<file path="config.mk">
export PLATFORM = sky130hd
export DESIGN_NAME = memshare_delta_skid_ctrl
export DESIGN_NICKNAME = d
export VERILOG_FILES = /design/src/rtl/memshare_delta_skid_ctrl.sv
export SDC_FILE = /design/constraint.sdc
export NUM_CORES = 1
export LEC_CHECK = 0
export ABC_AREA = 1
export CAP_MARGIN = 20
export CORE_MARGIN = 4
export CORE_UTILIZATION = 46
export CTS_CLUSTER_SIZE = 8
export DETAILED_ROUTE_END_ITERATION = 7
export PLACE_DENSITY = 0.84
export SLEW_MARGIN = 20
export SYNTH_ARGS = -nofsm -noshare
export SYNTH_HDL_FRONTEND = slang
export SYNTH_SLANG_ARGS = --single-unit
</file>
<file path="constraint.sdc">
create_clock -name sys_clk -period 2.26 [get_ports sys_clk]
set_clock_uncertainty 0.05 [all_clocks]
set_input_delay 0.452 -clock sys_clk [delete_from_list [all_inputs] [get_ports sys_clk]]
set_output_delay 0.452 -clock sys_clk [all_outputs]
set_load 0.005 [all_outputs]
</file>
<file path="src/rtl/memshare_delta_skid_ctrl.sv">
// memshare_delta_skid_ctrl: round-sequenced per-channel skid flag and shift delta tracker for SCU memShare
module memshare_delta_skid_ctrl #(
    parameter int   CH_NUM       = 4,
    parameter int   DELTA_W      = 3,
    parameter int   ITER_W       = 4,
    parameter logic RST_POLARITY = 1'b0
) (
    input  logic                      sys_clk,
    input  logic                      rst,
    input  logic                      start_i,
    input  logic [ITER_W-1:0]         iter_num_i,
    input  logic                      abort_i,
    input  logic                      rnd_valid_i,
    input  logic [CH_NUM-1:0]         isGtr_i,
    input  logic [CH_NUM*DELTA_W-1:0] delta_i,
    output logic [CH_NUM-1:0]         skid_o,
    output logic [CH_NUM*DELTA_W-1:0] delta_o,
    output logic [ITER_W-1:0]         round_o,
    output logic                      busy_o,
    output logic                      done_o
);
    typedef enum logic [1:0] {IDLE, READ_COL_ADDR, SHIFT_GEN, DONE} state_t;

    localparam logic [CH_NUM-1:0] SKID_INIT = {CH_NUM{RST_POLARITY}};

    state_t                    state;
    logic [ITER_W-1:0]         iter_q;
    logic [ITER_W-1:0]         round_nx;
    logic [CH_NUM*DELTA_W-1:0] delta_nx;

    assign round_nx = round_o + 1'b1;

    // channels flagged by isGtr capture their candidate delta, the rest hold
    always_comb begin
        delta_nx = delta_o;
        for (int c = 0; c < CH_NUM; c++)
            if (isGtr_i[c]) delta_nx[c*DELTA_W +: DELTA_W] = delta_i[c*DELTA_W +: DELTA_W];
    end

    // sequencer: abort wins over everything outside IDLE, outputs are registered
    always_ff @(posedge sys_clk or posedge rst) begin
        if (rst) begin
            state   <= IDLE;
            iter_q  <= '0;
            skid_o  <= SKID_INIT;
            delta_o <= '0;
            round_o <= '0;
            busy_o  <= 1'b0;
            done_o  <= 1'b0;
        end else if (state != IDLE && abort_i) begin
            state   <= IDLE;
            skid_o  <= SKID_INIT;
            delta_o <= '0;
            round_o <= '0;
            busy_o  <= 1'b0;
            done_o  <= 1'b0;
        end else begin
            done_o <= 1'b0;
            case (state)
                IDLE: begin
                    if (start_i) begin
                        iter_q <= iter_num_i;
                        state  <= READ_COL_ADDR;
                        busy_o <= 1'b1;
                    end
                end
                READ_COL_ADDR: begin
                    skid_o  <= SKID_INIT;
                    delta_o <= '0;
                    round_o <= '0;
                    state   <= (iter_q == '0) ? DONE : SHIFT_GEN;
                    busy_o  <= (iter_q != '0);
                    done_o  <= (iter_q == '0);
                end
                SHIFT_GEN: begin
                    if (rnd_valid_i) begin
                        skid_o  <= skid_o ^ isGtr_i;
                        delta_o <= delta_nx;
                        round_o <= round_nx;
                        if (round_nx == iter_q) begin
                            state  <= DONE;
                            busy_o <= 1'b0;
                            done_o <= 1'b1;
                        end
                    end
                end
                DONE: begin
                    state  <= IDLE;
                    skid_o <= SKID_INIT;
                end
            endcase
        end
    end
endmodule

</file>
**After elaboration in Yosys (flattened, before gate mapping)**

Index checks and enable logic that the tools add are counted.

- Logic and storage cells: 70
- Input bits: 25
- Register bits: 28
- Output and inout port bits: 22

- Mux-type cells: 28
- Add/subtract/negate cells: 1
- Reduce and logical (&&, ||, !) cells: 18
- Bitwise operators: 2
- Equality and inequality tests: 11

Operators by type and width:

| kind | count |
|---|---|
| $mux 12 | 2 |
| $pmux 12 s2 | 1 |
| $ne 3x3->1 const B | 7 |
| $reduce_and 3->1 | 6 |
| $mux 4 | 4 |
| $pmux 4 s2 | 2 |
| $mux 3 | 4 |
| $mux 1 | 8 |
| $mux 2 | 4 |
| $pmux 2 s4 | 1 |
| $reduce_bool 4->1 | 2 |
| $reduce_bool 3->1 | 2 |
| $add 4x1->4 const B | 1 |
| $eq 2x2->1 const B | 2 |
| $eq 4x4->1 | 1 |
| $logic_not 4->1 | 1 |
| $reduce_and 2->1 | 2 |
| $reduce_and 4->1 | 1 |
| $xor 4x4->4 | 1 |
| $pmux 1 s3 | 1 |
| $eq 2x1->1 const B | 1 |
| $logic_not 2->1 | 1 |
| $pmux 1 s2 | 1 |
| $reduce_bool 2->1 | 1 |
| 3 further kinds | 3 |

**Depth between registers and ports, before layout**

Gate-level depths: netlist of the first run.

- Word-level depth: 6
- Mapped depth: 11

**Worst setup path before layout of the first run**

Ideal clock, no wire load.

- Path kind: flip-flop to flip-flop
- Start point: register state[0]
- End point: register delta_o[3]
- Slack: 669 ps
- Period minus slack after synthesis: 1591 ps
- Stages on the path, launching flop included: 10
- Data required time: 2091 ps
- Arrival: 1422 ps
- Cell sequence: dfrtp_1 > inv_1 > ha_1 > nor2_4 > inv_4 > nand3_1 > nand2_2 > buf_6 > o21ai_1 > nand2_1

- Longest elaborated chain between the ends: 4
- Elaborated cells between the ends (all ways): 10

RTL lines:

| element | RTL line | RTL |
|---|---|---|
| start, declared | 26 | `state_t state;` |
| start signal, assigned | 71 | `state <= (iter_q == '0) ? DONE : SHIFT_GEN;` |
| $reduce_bool 2->1 | 50 | `end else if (state != IDLE && abort_i) begin` |
| $logic_and 1x1->1 | 50 |  |
| $ne 3x3->1 (no line) / $reduce_bool 3->1 (equally long branches) | n/a |  |
| $reduce_and 3->1 (no line) | n/a |  |
| end signal, assigned | 78 | `delta_o <= delta_nx;` |
| end, declared | 17 | `output logic [CH_NUM*DELTA_W-1:0] delta_o,` |

Parallel ways exist; a longest one is shown, timed or not.
A chain may end at the register's enable or synchronous reset.

**Worst setup path in the final report of the first run**

- Start point: register round_o[0]
- End point: output round_o[0]

RTL lines:

| element | RTL line | RTL |
|---|---|---|
| start, declared | 18 | `output logic [ITER_W-1:0] round_o,` |
| start signal, assigned | 79 | `round_o <= round_nx;` |

No word-level cell between the ends.

==> qor.csv, run 1 <==
stage,metric,value,unit
yosys,avgSynthCellArea,8.08,um2
critical_path,cp_slowest_cell,clkdlybuf4s50_1,
yosys,syn-num-nets,219,
status,status,"finished, final reports clean",
timing,fmax,515,MHz
timing,finalSetupTns,0,ns
yosys,yosysWarnings,0,
drt,postRouteWirelength,3.56,mm
yosys,ys_seq_elements,28,
power,power.internal,1340,uW
die,core_area,3100,um2
power,p_clk_share,14.5,%
timing,rsz0062_at_grt,no,
clock_tree,cts_max_path_buffers,2,
die,die_area,4290,um2
final_layout,n_antenna_cell,0,
power,power,2270,uW
global_routing,grtUsageTotal,17.9,%
critical_path,critPathMaxStageDelay,0.56,ns
critical_path,critPathLaunchType,flop,
global_routing,grt_pass1_vias,1396,
final_layout,final_nets,269,
timing,maxSlewViolCount,0,
placement,gp_congestion,0.883,
drt,num_vias,1420,
clock_tree,numCtsBuffers,3,
die,io_pins,47,
drt,drc,0,
global_routing,grt_max_degree,29,
final_layout,regArea,701,um2
drt,dr.pass1.iters,4,
power,powerDensity,1090,nW/um2
clock_tree,tritoncts,built,
timing,period_share,85.8,%
die,rows,20,
power,irDropWorstVdd,610,uV
die,dieHeight,65.5,um
timing,worst_slack,0.320,ns
timing,tightest_slew,0.569,ns
die,die-width,65.5,um
clock_tree,cts-resized-gates,0,
yosys,syn_area,1520,um2
yosys,yosys-top-cells-area,"dfrtp_1 46%, nand2_1 8.9%, nand3_1 6.9%",
clock_tree,cts_root_buffer,clkbuf_4,
clock_tree,cts.htree.levels,1,
power,p_seq_share,34.9,%
global_routing,grt-ovfl-total,0,
power,p_sw,928,uW
drt,wl_per_cell,12.7,um
global_routing,antenna_found_initial,0,
critical_path,crit_required,1.76,ns
placement,dp_slack,0.239,ns
yosys,ys_types,24,
yosys,synth_top_area_share,46.1,%
drt,drt_iter0_drc,63,
critical_path,crit_arrival,1.44,ns
yosys,syn_inst,188,
power,combPwrFrac,50.6,%
final_layout,post_route_cells_drive_above_1_share,9.28,%
timing,finalHoldViolations,0,
die,initial_core_util,49.0,%
flow_run,cap_violations,0,
drt,vias_per_cell,5.05,
placement,place.port_buffers,46,
critical_path,cp.buffers_inverters,1,
critical_path,end_kind,output port,
power,total_leakage_power,0.000973,uW
final_layout,n_fill_cell,265,
clock_tree,cts_setup_buffers,0,
yosys,yosysTopAreaCell,dfrtp_1,
final_layout,layout_common_cells,"46 x clkdlybuf4s50_1, 36 x nand2_1, 28 x dfrtp_1",
final_layout,layout_commonest_cell,clkdlybuf4s50_1,
timing,relSlewSlack,61.8,%
critical_path,cp_max_fo,9,
critical_path,critical_path_class,reg2out,
hold_path,hp-class,in2async,
timing,setup_viol,0,
yosys,ys_seq_area_share,46.1,%
clock_tree,cts_hold_buf,0,
critical_path,ff2ff_setup_slack,0.35,ns
critical_path,crit_family,buffers and inverters,
drt,ant_nets,0,
clock_tree,clk_pin_slew,0.15,ns
clock_tree,clock-sinks,28,
final_layout,area_growth,36.8,%
clock_tree,clock_latency,0.33,ns
final_layout,multi_input_area,706,um2
placement,hpwl,2.73,mm
global_routing,grt_pass1_wl,6.07,mm
critical_path,cp_cell_sequence,clkdlybuf4s50_1,
power,swShare,41.0,%
timing,finalCriticalPeriod,1.94,ns
-- worst paths after layout --
| check | from | endpoint | cells after the start |
|---|---|---|---|
| setup / recovery | round_o[0] | round_o[0] | 1 |
| hold / removal | rst | skid_o[0] | 3 |
| setup reg to reg | state[0] | delta_o[3] | 9 |
| hold reg to reg | busy_o | busy_o | 2 |
| max in group asynchronous | rst | delta_o[11] | 3 |
| min in group sys_clk | busy_o | busy_o | 2 |
-- cell type report --
class	count	area share, %
clock inverters	1	1.44
inverters	25	4.64
flip-flops and latches	28	33.7
repair buffers	47	22.5
well taps	44	2.65
multi-input cells	133	34.0
clock buffers	3	1.08
-- power groups by stage --
stage	Sequential (uW)	Combinational [uW]	Clock, uW
3_5_place_dp	802	1140	0
6_report	792	1150	328
2_1_floorplan	786	734	0
5_1_grt	815	1300	358
3_3_place_gp	799	1110	0
4_1_cts	792	1150	334
-- kinds of logic after synthesis --
kind of cell    after synthesis  synth area share [%]
flops                        28                  46.1
fa+ha+maj                     6                  4.94
compound gates               37                  13.1
buf+inv                      27                  7.41
simple gates                 90                  28.4
-- through the flow --
stage | util [%] | std cells | hold slack [ns] | area (um2)
after floorplan | - | 188 | 0.414 | 1520
after global placement | 65.3 | 277 | 0.427 | 2030
after detailed placement | 65.3 | 277 | 0.427 | 2030
after CTS | 67.0 | 281 | 0.422 | 2080
after global routing | 67.0 | 281 | 0.439 | 2080
final | 67.0 | 281 | 0.413 | 2080
-- Yosys cell counts --
library cell  instances
o21ai_2               2
nor2_4                1
inv_2                 3
nand3_1              21
nand3_2               1
o31ai_1               1
dfrtp_1              28
nand2_2               5
buf_6                 1
a21oi_1               9
nor2_2                1
inv_1                21
nand2_4               3
a31oi_1               1
inv_4                 1
nor3_1                1
o21ai_0              11
ha_1                  6
nand4_1               6
o21bai_1              1
nand2_1              36
buf_2                 1
nor2_1               15
o21ai_1              12
-- state kept, by name, indices dropped and copies added, names as in the netlist --
register / cells
busy_o: 1
skid_o: 4
iter_q: 4
state: 2
round_o: 4
done_o: 1
delta_o: 12
-- routing by layer --
metal	vias to the layer above	GRT usage (%)	share of wire [%]
met5	-	0	0
met4	0	5.44	1.3
met3	5	2.05	4.4
met2	38	29.8	48
met1	659	24.5	46
li1	718	-	-
(Power assumes the default switching activity.)
==> inputs of run 2 (changes only) <==
SLEW_MARGIN = 10   (was 20)
==> results of run 2 <==
No change in the layout: final DEF, timing and power equal those of run 1.
